===== src/rtl/alu_pkg.sv =====
// alu_pkg: ALU control encodings shared with the ALU control decoder, plus execute-stage FSM states.
package alu_pkg;
  localparam logic [3:0] ALU_AND   = 4'b0000;
  localparam logic [3:0] ALU_OR    = 4'b0001;
  localparam logic [3:0] ALU_ADD   = 4'b0010;
  localparam logic [3:0] ALU_SUB   = 4'b0110;
  localparam logic [3:0] ALU_SLT   = 4'b0111;
  localparam logic [3:0] ALU_NOR   = 4'b1100;
  localparam logic [3:0] ALU_MULTU = 4'b1000;
  typedef enum logic [1:0] {IDLE, EXEC, MUL} state_t;
endpackage


===== src/rtl/alu_exec_mul_iter.sv =====
// mul_iter: iterative shift-add unsigned multiplier, one partial product per clock, WIDTH iterations.
module mul_iter #(
  parameter int WIDTH = 32
) (
  input  logic               clk,
  input  logic               rst_n,
  input  logic               i_load,
  input  logic [WIDTH-1:0]   i_a,
  input  logic [WIDTH-1:0]   i_b,
  output logic               o_busy,
  output logic               o_done,
  output logic [2*WIDTH-1:0] o_prod
);
  localparam int CW = $clog2(WIDTH + 1);
  logic [WIDTH-1:0]   r_mcand;
  logic [2*WIDTH-1:0] r_prod;
  logic [CW-1:0]      r_cnt;
  logic               r_busy;
  logic               r_done;
  logic [WIDTH:0]     w_sum;
  // multiplier sits in the low half and is consumed one bit per shift
  assign w_sum = {1'b0, r_prod[2*WIDTH-1:WIDTH]} + (r_prod[0] ? {1'b0, r_mcand} : '0);
  always_ff @(posedge clk or negedge rst_n) begin
    if (!rst_n) begin
      r_mcand <= '0;
      r_prod  <= '0;
      r_cnt   <= '0;
      r_busy  <= 1'b0;
      r_done  <= 1'b0;
    end else begin
      r_done <= 1'b0;
      if (i_load) begin
        r_mcand <= i_a;
        r_prod  <= {{WIDTH{1'b0}}, i_b};
        r_cnt   <= '0;
        r_busy  <= 1'b1;
      end else if (r_busy) begin
        r_prod <= {w_sum, r_prod[WIDTH-1:1]};
        r_cnt  <= r_cnt + 1'b1;
        if (r_cnt == CW'(WIDTH - 1)) begin
          r_busy <= 1'b0;
          r_done <= 1'b1;
        end
      end
    end
  end
  assign o_busy = r_busy;
  assign o_done = r_done;
  assign o_prod = r_prod;
endmodule


===== src/rtl/alu_exec.sv =====
// alu_exec: execute-stage ALU with start/ready/done handshake and registered result/zero.
// Define MULT_EN to add the iterative MULTU operation (code 1000) and the MUL state.
module alu_exec
  import alu_pkg::*;
#(
  parameter int WIDTH = 32
) (
  input  logic             clk,
  input  logic             rst_n,
  input  logic             start,
  input  logic [3:0]       alu_ctrl,
  input  logic [WIDTH-1:0] src_a,
  input  logic [WIDTH-1:0] src_b,
  output logic             ready,
  output logic             done,
  output logic [WIDTH-1:0] result,
  output logic [WIDTH-1:0] result_hi,
  output logic             zero
);
  state_t           r_state;
  logic [WIDTH-1:0] r_a;
  logic [WIDTH-1:0] r_b;
  logic [3:0]       r_op;
  logic [WIDTH-1:0] r_res;
  logic             r_zero;
  logic             r_done;
  logic [WIDTH-1:0] w_res;
  logic             w_accept;
  logic             w_to_mul;
  assign w_accept = start && r_state == IDLE;
  always_comb begin
    w_res = r_op == ALU_AND ? r_a & r_b :
            r_op == ALU_OR  ? r_a | r_b :
            r_op == ALU_ADD ? r_a + r_b :
            r_op == ALU_SUB ? r_a - r_b :
            r_op == ALU_SLT ? {{(WIDTH-1){1'b0}}, $signed(r_a) < $signed(r_b)} :
            r_op == ALU_NOR ? ~(r_a | r_b) : '0;
  end
`ifdef MULT_EN
  logic               w_mul_busy;
  logic               w_mul_done;
  logic               w_mul_load;
  logic [2*WIDTH-1:0] w_prod;
  logic [WIDTH-1:0]   r_hi;
  assign w_mul_load = w_accept && alu_ctrl == ALU_MULTU && !w_mul_busy;
  assign w_to_mul   = w_mul_load;
  mul_iter #(.WIDTH(WIDTH)) u_mul (
    .clk    (clk),
    .rst_n  (rst_n),
    .i_load (w_mul_load),
    .i_a    (src_a),
    .i_b    (src_b),
    .o_busy (w_mul_busy),
    .o_done (w_mul_done),
    .o_prod (w_prod)
  );
  always_ff @(posedge clk or negedge rst_n) begin
    if (!rst_n) r_hi <= '0;
    else if (r_state == EXEC) r_hi <= '0;
    else if (r_state == MUL && w_mul_done) r_hi <= w_prod[2*WIDTH-1:WIDTH];
  end
  assign result_hi = r_hi;
`else
  assign w_to_mul  = 1'b0;
  assign result_hi = '0;
`endif
  always_ff @(posedge clk or negedge rst_n) begin
    if (!rst_n) begin
      r_state <= IDLE;
      r_a     <= '0;
      r_b     <= '0;
      r_op    <= ALU_AND;
      r_res   <= '0;
      r_zero  <= 1'b1;
      r_done  <= 1'b0;
    end else begin
      r_done <= 1'b0;
      case (r_state)
        IDLE: if (w_accept) begin
          r_a     <= src_a;
          r_b     <= src_b;
          r_op    <= alu_ctrl;
          r_state <= w_to_mul ? MUL : EXEC;
        end
        EXEC: begin
          r_res   <= w_res;
          r_zero  <= w_res == '0;
          r_done  <= 1'b1;
          r_state <= IDLE;
        end
`ifdef MULT_EN
        MUL: if (w_mul_done) begin
          r_res   <= w_prod[WIDTH-1:0];
          r_zero  <= w_prod[WIDTH-1:0] == '0;
          r_done  <= 1'b1;
          r_state <= IDLE;
        end
`endif
        default: r_state <= IDLE;
      endcase
    end
  end
  assign ready  = r_state == IDLE;
  assign done   = r_done;
  assign result = r_res;
  assign zero   = r_zero;
endmodule


===== config.mk =====
export PLATFORM = sky130hd
export DESIGN_NAME = alu_exec
export DESIGN_NICKNAME = d
export VERILOG_FILES = /design/src/rtl/alu_pkg.sv /design/src/rtl/alu_exec_mul_iter.sv /design/src/rtl/alu_exec.sv
export SDC_FILE = /design/constraint.sdc
export NUM_CORES = 1
export LEC_CHECK = 0
export ABC_AREA = 1
export ABC_CLOCK_PERIOD_IN_PS = 5800
export BUFFER_PORTS_ARGS = -buffer_cell sky130_fd_sc_hd__buf_4
export CORE_MARGIN = 8
export CORE_UTILIZATION = 30
export CTS_CLUSTER_DIAMETER = 30
export DETAILED_ROUTE_END_ITERATION = 10
export PLACE_DENSITY = 0.56
export SYNTH_ARGS = -nofsm -noshare
export SYNTH_HDL_FRONTEND = slang
export SYNTH_HIERARCHICAL = 1
export SYNTH_SLANG_ARGS = --single-unit

===== constraint.sdc =====
create_clock -name clk -period 5.8 [get_ports clk]
set_input_delay 0.58 -clock clk [delete_from_list [all_inputs] [get_ports clk]]
set_output_delay 0.58 -clock clk [all_outputs]
set_load 0.02 [all_outputs]

==> results.py, run 1 <==
metrics = {
    "cells_and_area": {
        "area_delta_synth_final_pct": 12.5,
        "fin_cells": 2226,
        "final_common_cell": "nand2_1",
        "final_nets": 1935,
        "final_cell_mix": "nand2_1 (529), inv_1 (243), nor2_1 (167)",
        "antenna_cells": 0,
        "final_layout_size_suffix_gt1_frac": 0.110,
    },
    "route": {
        "wirelength_um": 41800,
        "post_drt_wl_per_cell_um": 18.8,
        "drtAntennaViolNets": 0,
        "vias": 10900,
        "vias_per_cell": 4.90,
        "drc_errors": 0,
        "drtPass1Iterations": 5,
        "drtIter0Drc": 1007,
    },
    "timing": {
        "period_needed_ns": 3.30,
        "rsz0062_at_grt": "false",
        "skew_ns": 0.00937,
        "timing.fmax_mhz": 303,
        "slew_violations": 0,
        "finalSetupViolations": 0,
        "finalSetupTns_ns": 0,
        "hold_viol": 0,
        "worst_slew_pin_slew_ns": 1.05,
        "hold_ws_ns": 0.212,
        "slew_headroom": 0.295,
        "finalCritPeriodShare": 0.568,
    },
    "logic_synthesis": {
        "synth_top_family_by_area": "simple AND/OR/NAND/NOR gates",
        "ys_seq_area_frac": 0.246,
        "synth.avg_cell_area_um2": 6.17,
        "synthMuxAreaShare": 0,
        "synth.distinct_cells": 41,
        "syn_area_mm2": 0.0105,
        "yosys.area.top_type": "dfrtp_1",
        "synthCells": 1700,
        "synthAdderAreaFrac": 0.118,
        "synth_compound_area_frac": 0.109,
        "synth.area.top_cells": "dfrtp_1 (24%), nand2_1 (19%), ha_1 (11%), inv_1 (8.7%), nand3_1 (7.1%)",
        "synth_top_area_frac": 0.243,
        "yosysWarnings": 6,
        "ys_ff_latch": 103,
        "synth_xor_area_frac": 0.00418,
        "synth-simple-area-share": 0.381,
    },
    "clocking": {
        "postCtsHoldBufs": 0,
        "cts_sinks": 103,
        "numCtsBuffers": 9,
        "htreeDepth": 3,
        "post_cts_buffers": 0,
        "clock_path_buffers": 2,
        "clk_latency_ns": 0.38,
        "cts_root_buf": "clkbuf_16",
        "path_clk_slew_ns": 0.08,
        "cts_tree": "built",
        "post_cts_resized": 0,
    },
    "floorplanning": {
        "initial_core_util": 0.304,
        "die_x_um": 203,
        "die_area_mm2": 0.0412,
        "io_pins": 138,
        "placementRows": 68,
        "die_y_um": 203,
        "core_area_mm2": 0.0345,
    },
    "setup_path": {
        "critPathSlowestCell": "ha_1",
        "path_buf_inv": 1,
        "reg2reg_from": "r_a[15]",
        "crit_family": "simple AND/OR/NAND/NOR gates",
        "crit_type": "reg2reg",
        "cp_common_cell": "nand3_1",
        "ff2ff_setup_slack_ns": 2.50,
        "cp_num_cells": 17,
        "r2r_cells": 17,
        "path_cells": "inv_1, ha_1, nor2_1, nand2_1, nor2_1, nand3_1, nand3_1, nand2_1, nand3_1, nand2_1, nor2_1, nand3_1, nor2_1, nand3_1, nor2_1, nand3_1, nand2_1",
        "reg2reg_to": "zero",
        "cp.required_ns": 6.12,
        "critPathMaxFanout": 10,
        "max_stage_delay_ns": 0.44,
        "endpoint_kind": "register",
        "worstPathArrival_ns": 3.62,
        "start_kind": "register",
    },
    "power_and_ir_drop": {
        "power_mw": 3.55,
        "powerDensity_mw_per_mm2": 301,
        "p_leak_nw": 6.25,
        "peakVddDrop_mv": 0.149,
    },
    "global_routing": {
        "overflow": 0,
        "antenna_found_initial": 0,
        "track_usage": 0.200,
        "first_global_vias": 10700,
        "grt_max_degree": 72,
        "grt_pass1_wl_um": 63900,
    },
    "placement": {
        "portBuffers": 105,
        "hpwl_um": 33900,
        "globalplace.congestion": 0.969,
        "dp_cells": 2210,
    },
    "run": {
        "maxCapViolCount": 0,
    },
    "run_status": {
        "status": "finished clean",
    },
    "hold_path": {
        "hp-class": "in2async",
    },
}
==> power breakdown <==
part           internal (mW)  leakage, nW  total, mW  switching [mW]
Clock                  0.346        0.154      0.675           0.329
Combinational          0.582         4.81       1.96            1.38
Sequential             0.835         1.29      0.916          0.0809
==> per-stage QoR <==
stage / utilization / cell area [um2] / setup WS, ns
6_report: 0.342 / 11800 / 2.50
5_1_grt: 0.342 / 11800 / 2.31
4_1_cts: 0.342 / 11800 / 2.49
3_5_place_dp: 0.333 / 11500 / 2.51
3_3_place_gp: 0.333 / 11500 / 2.47
2_1_floorplan: - / 10600 / 3.46
==> worst max path at each step <==
stage                       start  endpoint
after floorplan            r_a[0]      zero
after global placement    r_a[22]      zero
after detailed placement  r_a[22]      zero
after CTS                 r_a[22]      zero
after global routing      r_a[22]      zero
final                     r_a[15]      zero
==> synth_stat cells (all sizes together) <==
library cell  count
nand2           538
inv             252
nor2            178
nand3           149
o21ai           118
dfrtp           102
ha               96
a21oi            67
buf              62
nand4            34
clkbuf           26
nor3             21
or2              16
o21bai           13
a31oi             6
o22ai             5
xor2              4
fa                2
nand3b            2
and2              1
and3              1
clkinv            1
conb              1
dfstp             1
nor4              1
o2111ai           1
o21a              1
xnor2             1
==> cell families (layout without fill, tap and decap cells) <==
group           count (synthesis)  after routing
simple gates                  941            941
buf+inv                       341            381
compound gates                211            211
flops                         103            103
fa+ha+maj                      98             98
xor+xnor                        5              5
other cells                     1             32
==> layer usage <==
layer  share of wire  vias to the layer above  global-route usage
li1                -                     5404                   -
met1            0.48                     5085               0.284
met2            0.43                      375               0.308
met3           0.074                       34              0.0338
met4           0.020                        0              0.0526
met5               0                        -                   0
==> worst reg2reg max path, delay by kind of cell (launching register included) <==
family / cells / cell delay (ns)
buffers and inverters: 1 / 0.08
adder cells (fa/ha/maj): 1 / 0.44
AND/OR/NAND/NOR: 15 / 2.34
flip-flops: 1 / 0.38
==> cell type report <==
cell class                      count  area (um2)
Sequential cell                   103        2580
Multi-Input combinational cell   1287        6550
Inverter                          253         952
Timing Repair Buffer              112         841
Tap cell                          455         569
Clock buffer                        9         225
Clock inverter                      7        87.6
Fill cell                        3903       22700
==> registers in the layout, indices dropped and copies added (netlist names) <==
register  count
done          1
r_b          32
zero          1
r_state       1
result       32
r_op          4
r_a          32
Power figures use the tool's default switching activity.
==> run 2: changes to the inputs <==
--- a/config.mk
+++ b/config.mk
@@ -6,7 +6,7 @@
 export NUM_CORES = 1
 export LEC_CHECK = 0
 export ABC_AREA = 1
-export ABC_CLOCK_PERIOD_IN_PS = 5800
+export ABC_CLOCK_PERIOD_IN_PS = 3100
 export BUFFER_PORTS_ARGS = -buffer_cell sky130_fd_sc_hd__buf_4
 export CORE_MARGIN = 8
 export CORE_UTILIZATION = 30
==> constraint.sdc (replaced) <==
create_clock -name clk -period 3.1 [get_ports clk]
set_input_delay 0.31 -clock clk [delete_from_list [all_inputs] [get_ports clk]]
set_output_delay 0.31 -clock clk [all_outputs]
set_load 0.02 [all_outputs]
==> results.py, run 2 (synthesis gave the netlist of run 1 again) <==
metrics = {
    "route": {
        "drc_errors": 0,
        "vias_per_cell": 4.88,
        "drtAntennaViolNets": 0,
        "drtPass1Iterations": 5,
        "drtIter0Drc": 913,
        "vias": 11300,
        "post_drt_wl_per_cell_um": 18.4,
        "wirelength_um": 42700,
    },
    "global_routing": {
        "grt_pass1_wl_um": 64300,
        "first_global_vias": 10600,
        "overflow": 0,
        "track_usage": 0.202,
        "antenna_found_initial": 1,
        "grt_max_degree": 66,
    },
    "placement": {
        "globalplace.congestion": 0.980,
        "pre_cts_ws_ns": -0.0568,
        "hpwl_um": 35800,
        "portBuffers": 105,
        "dpl_cell_area_mm2": 0.0122,
    },
    "clocking": {
        "cts_sinks": 103,
        "path_clk_slew_ns": 0.08,
        "cts_root_buf": "clkbuf_16",
        "cts_tree": "built",
        "numCtsBuffers": 9,
        "clk_latency_ns": 0.38,
        "clock_path_buffers": 2,
        "htreeDepth": 3,
    },
    "power_and_ir_drop": {
        "power_mw": 7.19,
        "powerDensity_mw_per_mm2": 562,
        "p_leak_nw": 6.72,
        "peakVddDrop_mv": 0.293,
    },
    "timing": {
        "period_needed_ns": 2.97,
        "slew_headroom": 0.551,
        "finalCritPeriodShare": 0.959,
        "slew_violations": 0,
        "worst_slew_pin_slew_ns": 0.673,
        "timing.fmax_mhz": 336,
        "finalSetupViolations": 0,
        "hold_viol": 0,
        "skew_ns": 0.00947,
        "setup_slack_ns": 0.126,
    },
    "floorplanning": {
        "die_area_mm2": 0.0412,
        "placementRows": 68,
        "die_y_um": 203,
        "io_pins": 138,
        "initial_core_util": 0.304,
        "die_x_um": 203,
        "core_area_mm2": 0.0345,
    },
    "cells_and_area": {
        "final_cell_mix": "nand2_1 (520), inv_1 (241), buf_4 (200)",
        "final_nets": 2026,
        "final_layout_size_suffix_gt1_frac": 0.185,
        "antenna_cells": 0,
        "final_common_cell": "nand2_1",
        "final_cell_area_mm2": 0.0128,
        "area_delta_synth_final_pct": 22.0,
    },
    "setup_path": {
        "endpoint_kind": "register",
        "cp.required_ns": 3.42,
        "cp_common_cell": "nand3_1",
        "worstPathArrival_ns": 3.29,
        "crit_type": "reg2reg",
        "critPathMaxFanout": 8,
        "r2r_cells": 17,
        "max_stage_delay_ns": 0.48,
        "start_kind": "register",
        "ff2ff_setup_slack_ns": 0.13,
        "critPathSlowestCell": "ha_2",
        "reg2reg_to": "zero",
        "reg2reg_from": "r_a[20]",
        "path_cells": "inv_1, ha_2, inv_1, a21oi_1, nand2_1, a21oi_2, nor2_1, nor2_1, nand3_1, nand3_1, nand3_1, nor3_1, buf_4, nand2_1, nor2_1, nand3_1, nand2_1",
    },
    "hold_path": {
        "hold_path_depth": 3,
        "hp-class": "in2reg",
        "holdCritStartpoint": "src_a[3]",
        "hold_end": "r_a[3]",
    },
    "run": {
        "maxCapViolCount": 0,
    },
    "run_status": {
        "status": "finished clean",
    },
}
==> run 2: cell type report <==
cell class / instances / area [um2]
clock buffer: 9 / 225
clock inverter: 7 / 103
fill: 3873 / 21700
inverter: 253 / 952
multi-input combinational: 1287 / 6810
sequential: 103 / 2580
tap: 455 / 569
timing repair buffer: 203 / 1550
==> run 2: metal layers <==
metal / routed length, um / vias up / GRT usage
met5: 0 / - / 0
met1: 20500 / 5295 / 0.293
li1: - / 5579 / -
met3: 3100 / 41 / 0.0314
met4: 647 / 0 / 0.0523
met2: 18500 / 390 / 0.308
==> run 2: how the worst max path moves through the flow <==
stage	from	cells after the start	end	slack, ns
floorplan	r_a[0]	20	zero	0.76
global placement	r_a[0]	20	zero	-0.04
detailed placement	r_b[0]	20	zero	-0.06
CTS	r_a[2]	20	zero	0.003
global route	r_a[0]	20	zero	-0.006
finish	r_a[20]	17	zero	0.13
==> run 2: stage by stage <==
step,TNS (ns),utilization,hold slack [ns],instances
4_1_cts,0,0.363,0.117,2314
3_3_place_gp,-0.0410,0.353,0.375,2297
5_1_grt,-0.00603,0.371,0.132,2317
2_1_floorplan,0,-,0.0144,1731
6_report,0,0.371,0.135,2317
3_5_place_dp,-0.0568,0.353,0.385,2297
==> run 2: where the power goes <==
| part | internal, mW | total, mW | switching (mW) |
|---|---|---|---|
| Combinational | 1.46 | 4.20 | 2.74 |
| Sequential | 1.56 | 1.71 | 0.148 |
| Clock | 0.719 | 1.29 | 0.567 |
| Total | 3.74 | 7.19 | 3.45 |
==> run 2: worst max-delay path, delay by kind of cell, from the launching register on <==
family	cells	cell delay, ns
AND/OR/NAND/NOR	11	1.24
adder cells (fa/ha/maj)	1	0.48
AO/OA/AOI/OAI	2	0.48
flip-flops	1	0.38
buffers and inverters	3	0.33
==> run 2: what timing repair did <==
item                       4_1_cts  5_1_grt
hold endpoints to repair        23        0
setup endpoints to repair        1        4
resized for setup                2       72
hold buffers                     1        0
setup buffers                    0        3
pin swaps                        0        8
